==> config.mk <==
export PLATFORM = sky130hd
export DESIGN_NAME = dffsr_bank
export DESIGN_NICKNAME = d
export VERILOG_FILES = /design/src/rtl/dffsr_bank_pkg.sv /design/src/rtl/dffsr_cell.sv /design/src/rtl/dffsr_bank.sv
export SDC_FILE = /design/constraint.sdc
export NUM_CORES = 1
export LEC_CHECK = 0
export BUFFER_PORTS_ARGS = -buffer_cell sky130_fd_sc_hd__clkbuf_2
export CELL_PAD_IN_SITES_DETAIL_PLACEMENT = 0
export CELL_PAD_IN_SITES_GLOBAL_PLACEMENT = 1
export CORE_ASPECT_RATIO = 1.1
export CORE_MARGIN = 4
export CORE_UTILIZATION = 41
export DETAILED_ROUTE_END_ITERATION = 8
export HOLD_SLACK_MARGIN = 0.02
export PLACE_DENSITY_LB_ADDON = 0.12
export SLEW_MARGIN = 5
export SYNTH_ARGS = -nofsm -noshare
export SYNTH_HDL_FRONTEND = slang
export SYNTH_SLANG_ARGS = --single-unit
==> constraint.sdc <==
create_clock -name clk_i -period 7.4 [get_ports clk_i]
set_input_delay 1.85 -clock clk_i [delete_from_list [all_inputs] [get_ports clk_i]]
set_output_delay 1.85 -clock clk_i [all_outputs]
set_load 0.005 [all_outputs]
==> src/rtl/dffsr_bank_pkg.sv <==
// dffsr_bank_pkg
// Shared types and helpers for the dffsr_bank register bank.
//   mode_e      : word-level operation select of the mode unit
//   modeRes_t   : mode unit result (next word, shift-out bit, shift-out valid)
//   modeResult  : computes the mode unit result for a bank of width w (2..MAX_W)
package dffsr_bank_pkg;

  // Widest bank the helper function can serve; callers zero-extend into it.
  localparam int MAX_W = 64;

  typedef enum logic [2:0] {
    MODE_HOLD = 3'b000,
    MODE_LOAD = 3'b001,
    MODE_SHL  = 3'b010,
    MODE_SHR  = 3'b011,
    MODE_ROL  = 3'b100,
    MODE_ROR  = 3'b101,
    MODE_INV  = 3'b110,
    MODE_RSVD = 3'b111
  } mode_e;

  typedef struct packed {
    logic [MAX_W-1:0] val;
    logic             so;
    logic             soUpd;
  } modeRes_t;

  // Only bits [w-1:0] of val are meaningful. Shifts are built from masks
  // rather than variable bit selects so the width argument never needs to
  // index a vector directly.
  function automatic modeRes_t modeResult(input mode_e            mode,
                                          input logic [MAX_W-1:0] q,
                                          input logic [MAX_W-1:0] d,
                                          input logic             si,
                                          input int               w);
    modeRes_t         res;
    logic [MAX_W-1:0] one;
    logic [MAX_W-1:0] topBit;
    logic [MAX_W-1:0] mask;
    logic [MAX_W-1:0] siExt;
    logic             msb;
    logic             lsb;
    one    = '0;
    one[0] = 1'b1;
    topBit = one << (w - 1);
    // For w == MAX_W the shift yields zero and the subtraction wraps to all ones.
    mask   = (one << w) - one;
    siExt  = si ? one : '0;
    msb    = |(q & topBit);
    lsb    = q[0];
    res.val   = q;
    res.so    = 1'b0;
    res.soUpd = 1'b0;
    unique case (mode)
      MODE_LOAD: res.val = d;
      MODE_SHL: begin
        res.val   = (q << 1) | siExt;
        res.so    = msb;
        res.soUpd = 1'b1;
      end
      MODE_SHR: begin
        res.val   = ((q & mask) >> 1) | (si ? topBit : '0);
        res.so    = lsb;
        res.soUpd = 1'b1;
      end
      MODE_ROL: begin
        res.val   = (q << 1) | (msb ? one : '0);
        res.so    = msb;
        res.soUpd = 1'b1;
      end
      MODE_ROR: begin
        res.val   = ((q & mask) >> 1) | (lsb ? topBit : '0);
        res.so    = lsb;
        res.soUpd = 1'b1;
      end
      MODE_INV: res.val = ~q;
      default:  res.val = q;
    endcase
    return res;
  endfunction

endpackage

==> src/rtl/dffsr_cell.sv <==
// dffsr_cell
// One bit of the register bank: synchronous active-low reset, then CLR,
// then SET, then the supplied next value.
//   clk_i    : rising-edge clock
//   rst_ni   : synchronous reset, active-low
//   rstVal_i : value loaded on reset
//   set_i    : synchronous set
//   clr_i    : synchronous clear (wins over set)
//   d_i      : next value from the mode unit
//   q_d_o    : next value after set/clear masking (reset excluded)
//   q_o      : registered bit
module dffsr_cell (
  input  logic clk_i,
  input  logic rst_ni,
  input  logic rstVal_i,
  input  logic set_i,
  input  logic clr_i,
  input  logic d_i,
  output logic q_d_o,
  output logic q_o
);

  logic q_q;
  logic q_d;

  // Clear beats set so a conflicting request always leaves the bit at 0.
  always_comb begin
    q_d = d_i;
    if (clr_i) begin
      q_d = 1'b0;
    end else if (set_i) begin
      q_d = 1'b1;
    end
  end

  always_ff @(posedge clk_i) begin
    if (!rst_ni) begin
      q_q <= rstVal_i;
    end else begin
      q_q <= q_d;
    end
  end

  assign q_d_o = q_d;
  assign q_o   = q_q;

endmodule

==> src/rtl/dffsr_bank.sv <==
// dffsr_bank
// WIDTH-bit register bank with per-bit synchronous set/clear and a word-level
// mode unit (hold, load, shift, rotate, invert). Also reports a set/clear
// conflict flag and a saturating count of cycles in which Q changed.
// Optional feature macro DFFSR_BANK_PARITY_EN adds par_o, the registered even
// parity of Q.
//   clk_i      : rising-edge clock
//   rst_ni     : synchronous reset, active-low
//   en_i       : mode enable (low = mode unit holds)
//   mode_i     : operation select (see dffsr_bank_pkg::mode_e)
//   d_i        : parallel load data
//   si_i       : serial input for shifts
//   set_i      : per-bit synchronous set
//   clr_i      : per-bit synchronous clear
//   q_o        : register contents
//   so_o       : bit shifted or rotated out by the last shift/rotate
//   conflict_o : set and clear were both high on some bit last cycle
//   par_o      : even parity of q_o (only with DFFSR_BANK_PARITY_EN)
//   chg_cnt_o  : saturating count of cycles in which Q changed
module dffsr_bank
  import dffsr_bank_pkg::*;
#(
  parameter int               WIDTH     = 8,
  parameter logic [WIDTH-1:0] RESET_VAL = '0,
  parameter int               CNT_W     = 8
) (
  input  logic             clk_i,
  input  logic             rst_ni,
  input  logic             en_i,
  input  logic [2:0]       mode_i,
  input  logic [WIDTH-1:0] d_i,
  input  logic             si_i,
  input  logic [WIDTH-1:0] set_i,
  input  logic [WIDTH-1:0] clr_i,
  output logic [WIDTH-1:0] q_o,
  output logic             so_o,
  output logic             conflict_o,
`ifdef DFFSR_BANK_PARITY_EN
  output logic             par_o,
`endif
  output logic [CNT_W-1:0] chg_cnt_o
);

  localparam logic [CNT_W-1:0] CNT_MAX = '1;

  logic [WIDTH-1:0] q;
  logic [WIDTH-1:0] q_d;
  logic [WIDTH-1:0] modeVal;
  logic [MAX_W-1:0] qExt;
  logic [MAX_W-1:0] dExt;
  modeRes_t         res;

  logic             so_q,       so_d;
  logic             conflict_q, conflict_d;
  logic [CNT_W-1:0] chgCnt_q,   chgCnt_d;

  // Zero-extend into the helper's fixed width.
  always_comb begin
    qExt             = '0;
    dExt             = '0;
    qExt[WIDTH-1:0]  = q;
    dExt[WIDTH-1:0]  = d_i;
  end

  assign res     = modeResult(mode_e'(mode_i), qExt, dExt, si_i, WIDTH);
  assign modeVal = en_i ? res.val[WIDTH-1:0] : q;

  if (WIDTH < MAX_W) begin : g_unused
    logic unusedHighBits;
    assign unusedHighBits = ^res.val[MAX_W-1:WIDTH];
  end

  for (genvar i = 0; i < WIDTH; i++) begin : g_cell
    dffsr_cell u_cell (
      .clk_i    (clk_i),
      .rst_ni   (rst_ni),
      .rstVal_i (RESET_VAL[i]),
      .set_i    (set_i[i]),
      .clr_i    (clr_i[i]),
      .d_i      (modeVal[i]),
      .q_d_o    (q_d[i]),
      .q_o      (q[i])
    );
  end

  // q_d already includes the set/clear masks, so the counter sees exactly
  // what the cells will store.
  always_comb begin
    so_d       = so_q;
    conflict_d = |(set_i & clr_i);
    chgCnt_d   = chgCnt_q;
    if (en_i && res.soUpd) begin
      so_d = res.so;
    end
    if ((q_d != q) && (chgCnt_q != CNT_MAX)) begin
      chgCnt_d = chgCnt_q + 1'b1;
    end
  end

  always_ff @(posedge clk_i) begin
    if (!rst_ni) begin
      so_q       <= 1'b0;
      conflict_q <= 1'b0;
      chgCnt_q   <= '0;
    end else begin
      so_q       <= so_d;
      conflict_q <= conflict_d;
      chgCnt_q   <= chgCnt_d;
    end
  end

`ifdef DFFSR_BANK_PARITY_EN
  logic par_q;

  // Parity is taken from the next word so it lines up with Q on every edge.
  always_ff @(posedge clk_i) begin
    if (!rst_ni) begin
      par_q <= ^RESET_VAL;
    end else begin
      par_q <= ^q_d;
    end
  end

  assign par_o = par_q;
`endif

  assign q_o        = q;
  assign so_o       = so_q;
  assign conflict_o = conflict_q;
  assign chg_cnt_o  = chgCnt_q;

endmodule

==> Word level (Yosys, flattened, before mapping) <==
Index checks and enable logic that the tools add are counted.
{ "totals": {"regBits": 18, "latchBits": 0, "ram_bits": 0, "rom_bits": 0, "out_inout_bits": 18, "n_memories": 0} }
{ "op_classes": {"n_addsub": 1, "mul": 0, "div": 0, "n_lt_le_gt_ge": 0, "eq_ne": 8, "shifts": 0, "mux": 23, "bitwise_logic": 6, "reduce_logical": 5} }
{ "ops": {"columns": ["cell", "count"], "rows": [
  ["case mux 8 bit (6 select lines)", 1],
  ["two-way mux 8 bit", 3],
  ["two-way mux 1 bit", 18],
  ["bitwise OR 7 x 8 -> 8 bit", 2],
  ["bitwise OR 8 x 1 -> 8 bit", 2],
  ["equality test 3 bit (second input constant)", 3],
  ["adder 8 x 1 -> 8 bit (second input constant)", 1],
  ["AND 8 bit", 1],
  ["inequality test 8 bit", 1],
  ["inequality test 8 bit (second input constant)", 1],
  ["NOT 8 bit", 1],
  ["OR reduction 8 bit", 1],
  ["equality test 3 x 2 -> 1 bit (second input constant)", 2],
  ["case mux 2 bit (2 select lines)", 1],
  ["OR reduction 2 bit", 2],
  ["equality test 3 x 1 -> 1 bit (second input constant)", 1],
  ["logical AND 1 bit", 2]
]} }

==> Longest topological paths before layout <==
Gate-level depths: netlist of run 1.
{ "depth": {"depth_word": 8, "depth_mapped": 10} }

==> Cells and area by module <==
A second synthesis of run 1 with hierarchy kept.
{ "unflattened": {"hier_cells": 183, "area_unflattened_um2": 1490.2} }
{ "modules_own_cells": {"columns": ["module", "n_inst", "cells_each", "area_each_um2", "seq_area_each_um2"], "rows": [
  ["dffsr_bank", 1, 159, 1129.8, 200.2],
  ["dffsr_cell", 8, 3, 45.0, 20.0]
]} }

==> Least setup slack after synthesis of run 1 <==
No wires, ideal clock.
{ "synth_timing": {"path_kind": "in2reg", "startpoint": "in mode_i[2]", "endpoint": "reg chgCnt_q[2] (netlist: chg_cnt_o[2])", "setup_time_ns": 0.127, "arrival_time_ns": 3.602, "t_required_ns": 7.273, "slack_ns": 3.671, "cell_stages": 9, "path_buffers": 1, "path_cell_list": "buf_6 -> nand2b_1 -> a31oi_1 -> nor2_1 -> a21oi_1 -> mux2_2 -> a2111oi_4 -> a211oi_1 -> mux2i_1"} }
{ "synth_via": {"elab_chain_len": 7} }
{ "synth_lines": {"columns": ["item", "line", "rtl"], "rows": [
  ["start: declaration", "dffsr_bank.sv:30", "input logic [2:0] mode_i,"],
  ["equality test 3 bit, or another cell as far along", "dffsr_bank_pkg.sv:54", "unique case (mode)"],
  ["case mux 8 bit (6 select lines) *", "dffsr_bank_pkg.sv:54", null],
  ["two-way mux 8 bit *", "dffsr_bank.sv:66", "assign modeVal = en_i ? res.val[WIDTH-1:0] : q;"],
  ["two-way mux 1 bit", "dffsr_cell.sv:31", "end else if (set_i) begin"],
  ["two-way mux 1 bit", "dffsr_cell.sv:29", "if (clr_i) begin"],
  ["inequality test 8 bit *", "dffsr_bank.sv:95", "if ((q_d != q) && (chgCnt_q != CNT_MAX)) begin"],
  ["logical AND 1 bit *", "dffsr_bank.sv:95", null],
  ["end signal: assignment", "dffsr_bank.sv:108", "chgCnt_q <= chgCnt_d;"],
  ["end: declaration", "dffsr_bank.sv:55", "logic [CNT_W-1:0] chgCnt_q, chgCnt_d;"]
]} }
Mark *: on every way between the ends. The rest lies on a longest branch, timed or not.
A chain may end at the register's enable or synchronous reset.

==> Final worst setup path of run 1 <==
{ "layout_timing": {"startpoint": "in mode_i[2]", "endpoint": "reg chgCnt_q[5] (netlist: chg_cnt_o[5])"} }
The elaborated chain is that of the path after synthesis.

==> results.json, run 1 <==
{
  "drc": 0,
  "cts_made_buffers": 3,
  "finalSetupViolations": 0,
  "synth_top_family_by_area": "simple AND/OR/NAND/NOR gates",
  "ctsHoldBuffers": 0,
  "rsz0062_at_grt": "no",
  "slew-limit-headroom": 0.5058,
  "synth_ff_type": "dfxtp_1",
  "period_share": 0.5581,
  "wl_per_cell_um": 15.69,
  "maxSlewViolCount": 0,
  "p_leak_uw": 0.0007873,
  "clock-sinks": 18,
  "port_buffers": 48,
  "antenna_found_initial": 0,
  "grtUsageMet1": 0.2484,
  "overflow": 0,
  "clock_power_share": 0.260,
  "htreeDepth": 1,
  "start_util": 0.4282,
  "drt_pass1_iterations": 4,
  "area_delta_synth_final_pct": 12.35,
  "ys_ff_latch": 18,
  "cts_buffer_depth": 2,
  "comb_power_share": 0.314,
  "drt-total-wl_um": 4690,
  "vias": 1685,
  "holdWs_ns": 0.4671,
  "ys_top_cells_by_area": "dfxtp_1, mux2i_1, a211oi_1",
  "syn_inst": 217,
  "p_per_area_nw_per_um2": 135.2,
  "die_y_um": 75.99,
  "power.share.switching": 0.3302,
  "syn_area_per_cell_sq_um": 7.940,
  "irDropWorstVdd_mv": 0.06461,
  "synth-xor-area-share": 0.005084,
  "grt-busiest-layer": "met2",
  "synth_fa_ha_area_frac": 0.007262,
  "grt_pass1_vias": 1599,
  "tritoncts": "yes",
  "clk_latency_ns": 0.25,
  "yosysWarnings": 0,
  "core_sq_um": 4024,
  "yosys.area_share.simple": 0.2672,
  "async_flop_share": 0,
  "track_usage": 0.1760,
  "num_antenna_cells": 0,
  "ys_types": 53,
  "fin_skew_ns": 0.004372,
  "yosysTopAreaCell": "dfxtp_1",
  "synth_nets": 249,
  "hold_path_class": "reg -> reg",
  "start_kind": "input pin",
  "drive_above_1_share": 0.2672,
  "tightest_slew_ns": 0.7356,
  "gp_congestion": 0.8398,
  "die_x_um": 69.81,
  "dp_hpwl_um": 3682,
  "crit_type": "in -> reg",
  "synth_seq_area_share": 0.2092,
  "seqPwrFrac": 0.426,
  "num_rows": 24,
  "drt_iter0_drc": 63,
  "setup_tns_ns": 0,
  "cts_setup_buffers": 0,
  "worst-path-max-fanout": 28,
  "num-nets-final": 281,
  "layout_min_cycle_time_ns": 4.130,
  "path_clk_slew_ns": 0.07,
  "status": "complete, no violations",
  "grt_max_degree": 29,
  "grt_pass1_wl_um": 7797,
  "fmax_mhz": 242.1,
  "synth.top_cell.area_share": 0.2092,
  "viasPerCell": 5.635,
  "globalRouteMet2Util": 0.2807,
  "dieArea_sq_um": 5304,
  "synth_compound_area_frac": 0.2498,
  "synth.mux.area_fraction": 0.1576,
  "synth_edf_count": 0,
  "cp.required_ns": 7.53,
  "netlist_area_sq_um": 1723,
  "cap_violations": 0,
  "ant_nets": 0,
  "pin_count": 49,
  "cp.arrival_ns": 4.26,
  "hold_viol": 0,
  "root_buffer": "clkbuf_8",
  "ctsResizeCount": 0,
  "p_sw_uw": 86.39,
  "p_int_uw": 175.2,
  "end_kind": "flip-flop",
  "grt_use_met3": 0.02375
}
power groups by stage:
stage	Combinational, uW	Clock [uW]	Sequential (uW)
finish	82.1	68.1	111
global route	91.9	74.3	113
CTS	82.6	70.5	112
detailed placement	82.3	0	114
global placement	82.8	0	114
floorplan	61.6	0	109
kinds of logic (layout without fill, tap and decap cells):
| family | after synthesis | count (layout) |
|---|---|---|
| AO/OA/AOI/OAI | 53 | 53 |
| XOR/XNOR | 1 | 1 |
| adder cells (fa/ha/maj) | 1 | 1 |
| buffers and inverters | 33 | 63 |
| flip-flops | 18 | 18 |
| multiplexers | 23 | 23 |
| AND/OR/NAND/NOR | 88 | 88 |
critical path: stages:
cell       delay (ns)
clkbuf_2         0.42
inv_2            0.16
o21ai_1          0.16
o21ai_1          0.07
a21oi_1          0.24
mux2_2           0.40
a2111oi_4        0.60
a211oi_1         0.18
mux2i_1          0.16
registers in the layout (all words and copies together), names as in the netlist:
signal	flops
chg_cnt_o	8
conflict_o	1
g_cell.u_cell.q_o	8
so_o	1
final cells by class:
type                    count  area (sq um)
flip-flops and latches     18         360.3
inverters                  12         45.04
well taps                  52         65.06
multi-input cells         166          1184
repair buffers             48         240.2
clock buffers               3         41.29
fillers                   437          2088
final timing paths:
path | from | end | slack, ns | cells after the start
worst max-delay path | mode_i[2] | chg_cnt_o[5] | 3.27 | 9
worst min-delay path | chg_cnt_o[6] | chg_cnt_o[6] | 0.47 | 2
worst max register to register | g_cell[3].u_cell.q_o | chg_cnt_o[5] | 4.79 | 8
worst min register to register | chg_cnt_o[6] | chg_cnt_o[6] | 0.47 | 2
stage by stage:
stage | cell area (sq um) | setup slack (ns) | util | total power (uW) | cells
after floorplan | 1723 | 3.671 | - | 171.1 | 217
after global placement | 1894 | 3.010 | 0.4708 | 196.7 | 296
after detailed placement | 1894 | 3.022 | 0.4708 | 196.1 | 296
after CTS | 1936 | 3.268 | 0.4810 | 264.7 | 299
after global routing | 1936 | 3.024 | 0.4810 | 279.0 | 299
final | 1936 | 3.270 | 0.4810 | 261.6 | 299
cells in the final DEF, fill, tap and decap left out, drive strengths merged:
cell and instances:
inv 11, nor2b 3, xor2 1, a21boi 3, a22oi 6, dfxtp 18, nand4b 1, mux2i 17
and2 2, a31oi 1, clkbuf 51, nand4 2, a311oi 1, or3b 2, nand2b 7, or3 2
a41oi 1, a22o 1, o311ai 2, nor4 2, o31ai 1, a211oi 12, nor2 19, nor3 9
a211o 1, o21ai 8, nor3b 7, ha 1, mux2 3, clkinv 1, nand3b 4, nand2 20
mux4 3, and3 1, a221oi 5, a21oi 9, a2111oi 2, nand3 6, or2 1
synthesized netlist by cell type (2+ instances only):
master and count:
nand4_1 2, nor3b_1 7, a22oi_1 6, nand2_1 19, a221oi_2 3, inv_1 10
buf_2 5, nor3_1 9, or3b_1 2, mux2i_1 17, dfxtp_1 18, nand3_1 6
a211oi_1 12, o21ai_1 3, nor2b_1 3, a21boi_1 3, clkbuf_1 6, nand2b_1 7
mux2_1 2, o21ai_0 4, nor2_1 19, nand3b_1 4, or3_1 2, nor4_1 2
buf_4 8, mux4_2 3, a21oi_1 8, a221oi_1 2
routing by layer:
metal | up-vias | part of all wire
met3 | 6 | 0.036
met4 | 0 | 0.021
met1 | 785 | 0.48
met5 | - | 0
li1 | 860 | -
met2 | 34 | 0.46
No activity file was read; power rests on OpenSTA's default activity.
==> run 2: changes to the inputs <==
--- a/config.mk
+++ b/config.mk
@@ -5,12 +5,13 @@
 export SDC_FILE = /design/constraint.sdc
 export NUM_CORES = 1
 export LEC_CHECK = 0
+export ABC_AREA = 1
 export BUFFER_PORTS_ARGS = -buffer_cell sky130_fd_sc_hd__clkbuf_2
 export CELL_PAD_IN_SITES_DETAIL_PLACEMENT = 0
 export CELL_PAD_IN_SITES_GLOBAL_PLACEMENT = 1
 export CORE_ASPECT_RATIO = 1.1
 export CORE_MARGIN = 4
-export CORE_UTILIZATION = 41
+export CORE_UTILIZATION = 31
 export DETAILED_ROUTE_END_ITERATION = 8
 export HOLD_SLACK_MARGIN = 0.02
 export PLACE_DENSITY_LB_ADDON = 0.12
==> constraint.sdc (replaced) <==
create_clock -name clk_i -period 3.35 [get_ports clk_i]
set_input_delay 0.8375 -clock clk_i [delete_from_list [all_inputs] [get_ports clk_i]]
set_output_delay 0.8375 -clock clk_i [all_outputs]
set_load 0.005 [all_outputs]
==> run 2 against run 1 <==
Global-route usage shrank 3.3 points. Power grew 120%. Sequential power grew 120%. Flip-flop and latch count is the same. Clock power grew to 2.6 times the previous value. Largest power group unchanged. Non-clock buffer count is the same. First-iteration DRC count grew 54%. Via count shrank 2.1%. Worst hold slack gained 0.040 ns. Clock skew shrank 0.0026 ns. Highest routed layer unchanged. Register-to-register slack lost 3.3 ns. Die area grew 17%.
==> results.json, run 2 <==
{
  "finalSetupViolations": 0,
  "hp-start": "chg_cnt_o[1]",
  "comb_power_share": 0.261,
  "gp_congestion": 0.7561,
  "path_clk_slew_ns": 0.07,
  "die_x_um": 75.51,
  "grt_pass1_wl_um": 6996,
  "yosysWarnings": 0,
  "period_share": 0.7408,
  "ys_top_cells_by_area": "dfxtp_1, nand2_1, nand3_1",
  "hold_viol": 0,
  "crit_buf_inv": 2,
  "slew-limit-headroom": 0.6601,
  "cts_setup_buffers": 0,
  "end_kind": "flip-flop",
  "drt-total-wl_um": 4135,
  "seqPwrFrac": 0.426,
  "netlist_area_sq_um": 1554,
  "synth_edf_count": 0,
  "core_sq_um": 4750,
  "final_common_cell": "nand2_1",
  "ant_nets": 0,
  "r2r_cells": 14,
  "synth.top_cell.area_share": 0.2319,
  "layout_min_cycle_time_ns": 2.482,
  "start_kind": "input pin",
  "grt_max_degree": 18,
  "irDropWorstVdd_mv": 0.1168,
  "dieArea_sq_um": 6211,
  "start_util": 0.3272,
  "cts_buffer_depth": 2,
  "crit_top_cell": "nand2_1",
  "fin_skew_ns": 0.001727,
  "crit_type": "in -> reg",
  "synth_nets": 292,
  "hold_path_class": "reg -> reg",
  "hold_depth": 2,
  "cts_made_buffers": 3,
  "ys_types": 27,
  "tritoncts": "yes",
  "status": "complete, no violations",
  "maxSlewViolCount": 0,
  "viasPerCell": 4.632,
  "port_buffers": 48,
  "syn_inst": 260,
  "vias": 1649,
  "track_usage": 0.1435,
  "cp.arrival_ns": 2.66,
  "root_buffer": "clkbuf_8",
  "r2r-start": "g_cell[7].u_cell.q_o",
  "pin_count": 49,
  "post-place-ws_ns": 0.5793,
  "num_rows": 26,
  "r2r_setup_slack_ns": 1.52,
  "clock_power_share": 0.313,
  "power.share.switching": 0.3142,
  "cap_violations": 0,
  "synth_seq_area_share": 0.2319,
  "overflow": 0,
  "fmax_mhz": 402.9,
  "cpPeakStageDelay_ns": 0.20,
  "reg2reg_to": "chg_cnt_o[2]",
  "synth.most_common_cell": "nand2_1",
  "worst-path-max-fanout": 10,
  "ctsResizeCount": 0,
  "clk_latency_ns": 0.25,
  "ys_ff_latch": 18,
  "p_int_uw": 389.0,
  "most-common-layout-cells": "nand2_1, clkbuf_2, nand3_1",
  "die_y_um": 82.26,
  "p_sw_uw": 178.2,
  "drive_above_1_share": 0.2333,
  "slowest_stage": "clkbuf_2",
  "drt_pass1_iterations": 7,
  "num-nets-final": 333,
  "ctsHoldBuffers": 0,
  "min_to": "chg_cnt_o[1]",
  "yosysTopAreaCell": "dfxtp_1",
  "crit_family": "simple AND/OR/NAND/NOR gates",
  "fill_cells": 544,
  "setup_tns_ns": 0,
  "wl_per_cell_um": 11.62,
  "tightest_slew_ns": 0.5067,
  "antenna_found_initial": 0,
  "setup_slack_ns": 0.8683,
  "async_flop_share": 0,
  "num_antenna_cells": 0,
  "area_delta_synth_final_pct": 17.23,
  "path_cells": "clkbuf_2 > inv_2 > nand3_4 > nand2_1 > nand2_2 > nand2_4 > nand2_1 > nand3_1 > nand2_1 > nand2_1 > nand2_1 > nand2_1 > nor2_2 > nand2_4 > nand2_4 > nand2_1 > a21oi_1",
  "clock-sinks": 18,
  "syn_area_per_cell_sq_um": 5.977,
  "drt_iter0_drc": 97,
  "synth.top_cells.by_count": "nand2_1, nand3_1, nor2_1, inv_1, dfxtp_1",
  "rsz0062_at_grt": "no",
  "cp.required_ns": 3.52,
  "synth_ff_type": "dfxtp_1",
  "grt_pass1_vias": 1505,
  "p_per_area_nw_per_um2": 311.4,
  "htreeDepth": 1,
  "dp_hpwl_um": 3340,
  "drc": 0,
  "p_leak_uw": 0.0009933
}
run 2: cell count changes in the layout (fill, tap and decap cells not counted), sizes merged, moves of 6 or more:
cell,delta
nand2,+62
nand3,+39
inv,+22
nor2,+18
mux2i,-17
a211oi,-12
nand2b,-7
nor3,-7
nor3b,-7
a22oi,-6
o21ai,-6
run 2: worst reg2reg max path, stage by stage (launching register included):
cell     delay (ns)
dfxtp_1        0.47
inv_1          0.12
nand3_1        0.10
nand3_1        0.09
nand3_1        0.09
nand2_1        0.05
nand3_1        0.08
nand3_1        0.07
nand2_1        0.08
nand2_1        0.06
nor2_2         0.14
nand2_4        0.12
nand2_4        0.11
nand2_1        0.07
a21oi_1        0.12
run 2: area by class of cell:
type,instances,area [sq um],share of cell area
Tap cell,56,70.07,0.03846
Sequential cell,18,360.3,0.1978
Multi-Input combinational cell,196,968.4,0.5316
Inverter,34,127.6,0.07005
Clock buffer,4,55.05,0.03022
Timing Repair Buffer,48,240.2,0.1319
run 2: layer usage:
metal | share of wire | GRT usage | wire length, um | vias up
met4 | 0.0097 | 0.03147 | 40 | 0
met3 | 0.052 | 0.02058 | 217 | 4
li1 | - | - | - | 904
met1 | 0.48 | 0.1972 | 1973 | 699
met2 | 0.46 | 0.2358 | 1904 | 42
met5 | 0 | 0 | 0 | -
run 2: metrics by stage:
stage / instances / hold slack [ns] / total power (uW) / utilization / instance area (sq um)
floorplan: 260 / 0.4840 / 351.8 / - / 1554
global placement: 352 / 0.5031 / 398.0 / 0.3720 / 1767
detailed placement: 352 / 0.5094 / 397.2 / 0.3720 / 1767
CTS: 356 / 0.5186 / 577.9 / 0.3836 / 1822
global route: 356 / 0.5619 / 612.2 / 0.3836 / 1822
finish: 356 / 0.5073 / 567.2 / 0.3836 / 1822
run 2: kinds of logic after synthesis:
logic type,after synthesis,share of synthesized area
simple gates,171,0.5129
buf+inv,46,0.1449
compound gates,18,0.06844
flops,18,0.2319
xor+xnor,6,0.03382
fa+ha+maj,1,0.008050
run 2: power groups by stage:
stage                     Sequential (uW)  Clock (uW)  Combinational [uW]
final                                 242         178                 148
after global routing                  244         194                 174
after CTS                             242         185                 151
after detailed placement              247           0                 150
after global placement                247           0                 151
after floorplan                       242           0                 109
run 2: worst max path at each step:
stage / from / endpoint / slack, ns / cells after the start
3_3_place_gp: mode_i[2] / chg_cnt_o[1] / 0.58 / 17
4_1_cts: mode_i[2] / chg_cnt_o[1] / 0.84 / 17
5_1_grt: mode_i[2] / chg_cnt_o[4] / 0.57 / 17
3_5_place_dp: mode_i[2] / chg_cnt_o[1] / 0.58 / 17
6_report: mode_i[2] / chg_cnt_o[2] / 0.87 / 17
2_1_floorplan: mode_i[2] / chg_cnt_o[7] / 1.02 / 18
==> run 3: changes to the inputs <==
--- a/config.mk
+++ b/config.mk
@@ -11,7 +11,7 @@
 export CELL_PAD_IN_SITES_GLOBAL_PLACEMENT = 1
 export CORE_ASPECT_RATIO = 1.1
 export CORE_MARGIN = 4
-export CORE_UTILIZATION = 31
+export CORE_UTILIZATION = 34
 export DETAILED_ROUTE_END_ITERATION = 8
 export HOLD_SLACK_MARGIN = 0.02
 export PLACE_DENSITY_LB_ADDON = 0.12
==> constraint.sdc (replaced) <==
create_clock -name clk_i -period 2.3 [get_ports clk_i]
set_input_delay 0.575 -clock clk_i [delete_from_list [all_inputs] [get_ports clk_i]]
set_output_delay 0.575 -clock clk_i [all_outputs]
set_load 0.005 [all_outputs]
==> run 3 against run 2 <==
Combinational power increased by 79%. Clock skew decreased by 0.00081 ns. Power increased by 56%. Global-route usage increased by 1.2 points. Clock power increased by 52%. Sequential power increased by 45%. Critical path type unchanged. Critical endpoint is now chg_cnt_o[7]. Flip-flop and latch count unchanged. Utilization increased by 9.1 points. Critical path depth unchanged. Sequential share of layout area decreased by 2.3 points.
==> results.json, run 3 (synthesized netlist as in run 2, its figures left out) <==
{
  "die_x_um": 72.46,
  "p_leak_uw": 0.001125,
  "clk_latency_ns": 0.26,
  "path_cells": "buf_4 > o21ai_0 > nand2_1 > nand2_2 > nand2_4 > buf_6 > nand3_1 > nand3b_1 > nand2_1 > nand2_1 > nand2_1 > nand2_1 > nor2_4 > nand2_4 > buf_6 > nand3_1 > a21oi_2",
  "crit_top_cell": "nand2_1",
  "port_buffers": 48,
  "viasPerCell": 4.613,
  "end_kind": "flip-flop",
  "vias": 1753,
  "ant_nets": 0,
  "status": "complete, no violations",
  "cpPeakStageDelay_ns": 0.16,
  "hold_path_class": "reg -> reg",
  "r2r_setup_slack_ns": 0.44,
  "drt-total-wl_um": 4349,
  "ctsHoldBuffers": 0,
  "core_sq_um": 4348,
  "dp.cells": 371,
  "crit_buf_inv": 3,
  "htreeDepth": 1,
  "start_util": 0.3574,
  "cp.required_ns": 2.44,
  "num-nets-final": 359,
  "dieArea_sq_um": 5717,
  "dp_hpwl_um": 3345,
  "grt_max_degree": 18,
  "crit_start": "mode_i[1]",
  "r2r-start": "g_cell[6].u_cell.q_o",
  "slew-limit-headroom": 0.6525,
  "fin_skew_ns": 0.0009124,
  "layout_min_cycle_time_ns": 2.129,
  "drt_pass1_iterations": 4,
  "fmax_mhz": 469.7,
  "drt_iter0_drc": 61,
  "cp.arrival_ns": 2.27,
  "cts_made_buffers": 3,
  "period_share": 0.9257,
  "slowest_stage": "buf_4",
  "tightest_slew_ns": 0.5181,
  "crit_family": "simple AND/OR/NAND/NOR gates",
  "hp-start": "chg_cnt_o[1]",
  "maxSlewViolCount": 0,
  "tritoncts": "yes",
  "cts_buffer_depth": 2,
  "num_antenna_cells": 0,
  "antenna_found_initial": 0,
  "grt_pass1_vias": 1542,
  "path_clk_slew_ns": 0.07,
  "final_common_cell": "nand2_1",
  "gp_congestion": 0.7511,
  "final-instance-count-excl-fill": 380,
  "track_usage": 0.1553,
  "setup_slack_ns": 0.1708,
  "irDropWorstVdd_mv": 0.3556,
  "start_kind": "input pin",
  "crit_type": "in -> reg",
  "finalSetupViolations": 0,
  "die_y_um": 78.91,
  "most-common-layout-cells": "nand2_1, clkbuf_2, nand3_1",
  "post-place-ws_ns": -0.1803,
  "area_delta_synth_final_pct": 32.85,
  "drive_above_1_share": 0.3098,
  "holdWs_ns": 0.5051,
  "worst-path-max-fanout": 8,
  "p_per_area_nw_per_um2": 429.9,
  "overflow": 0,
  "root_buffer": "clkbuf_8",
  "hold_viol": 0,
  "drc": 0,
  "wl_per_cell_um": 11.44,
  "grt_pass1_wl_um": 7141,
  "pin_count": 49,
  "num_rows": 25,
  "clock-sinks": 18,
  "cap_violations": 0,
  "final_core_utilization": 0.4748
}
[run 3: cell count changes in the layout (fill, tap and decap cells not counted), moves of 2 or more]
cell | previous run | this run
clkbuf_2 | 48 | 45
nand2_4 | 4 | 6
nor2_1 | 35 | 33
buf_6 | 0 | 2
inv_4 | 0 | 2
nand2_1 | 74 | 72
inv_2 | 3 | 1
buf_4 | 0 | 26
[run 3: final timing paths]
path / depth (start not counted) / endpoint
setup / recovery: 17 / chg_cnt_o[7]
hold reg to reg: 2 / chg_cnt_o[1]
hold / removal: 2 / chg_cnt_o[1]
setup reg to reg: 14 / chg_cnt_o[7]
[run 3: worst reg2reg max path, delay by kind of cell (launching register included)]
family | cells | cell delay, ns
buf+inv | 1 | 0.14
compound gates | 1 | 0.06
flops | 1 | 0.51
simple gates | 12 | 1.03
[run 3: metal layers]
metal | wire length [um] | vias to the layer above | track usage | share of wire
li1 | - | 950 | - | -
met2 | 1915 | 40 | 0.2432 | 0.44
met3 | 210 | 5 | 0.01899 | 0.048
met1 | 2167 | 758 | 0.2197 | 0.50
met4 | 55 | 0 | 0.04982 | 0.013
met5 | 0 | - | 0 | 0
[run 3: report_power, final]
part,internal (uW),total (uW),switching (uW)
combinational,123,265,142
clock,152,270,118
sequential,328,352,24.3
total,604,888,284
[run 3: layout make-up]
cell class / count / area, sq um
fill: 485 / 2283
timing repair buffer: 74 / 450.4
tap: 54 / 67.56
inverter: 34 / 132.6
clock buffer: 4 / 55.05
sequential: 18 / 360.3
multi-input combinational: 196 / 998.5
[run 3: metrics by stage]
stage	TNS, ns	power [uW]	instance area (sq um)
after floorplan	0	512.4	1554
after global placement	-1.386	609.1	1922
after detailed placement	-1.351	607.6	1922
after CTS	0	877.9	1977
after global routing	-0.009140	944.1	2064
final	0	887.5	2064
[run 3: repair_timing]
| item | 4_1_cts | 5_1_grt |
|---|---|---|
| resized for setup | 0 | 22 |
| setup buffers | 0 | 5 |
| endpoints found under the setup margin | 0 | 8 |
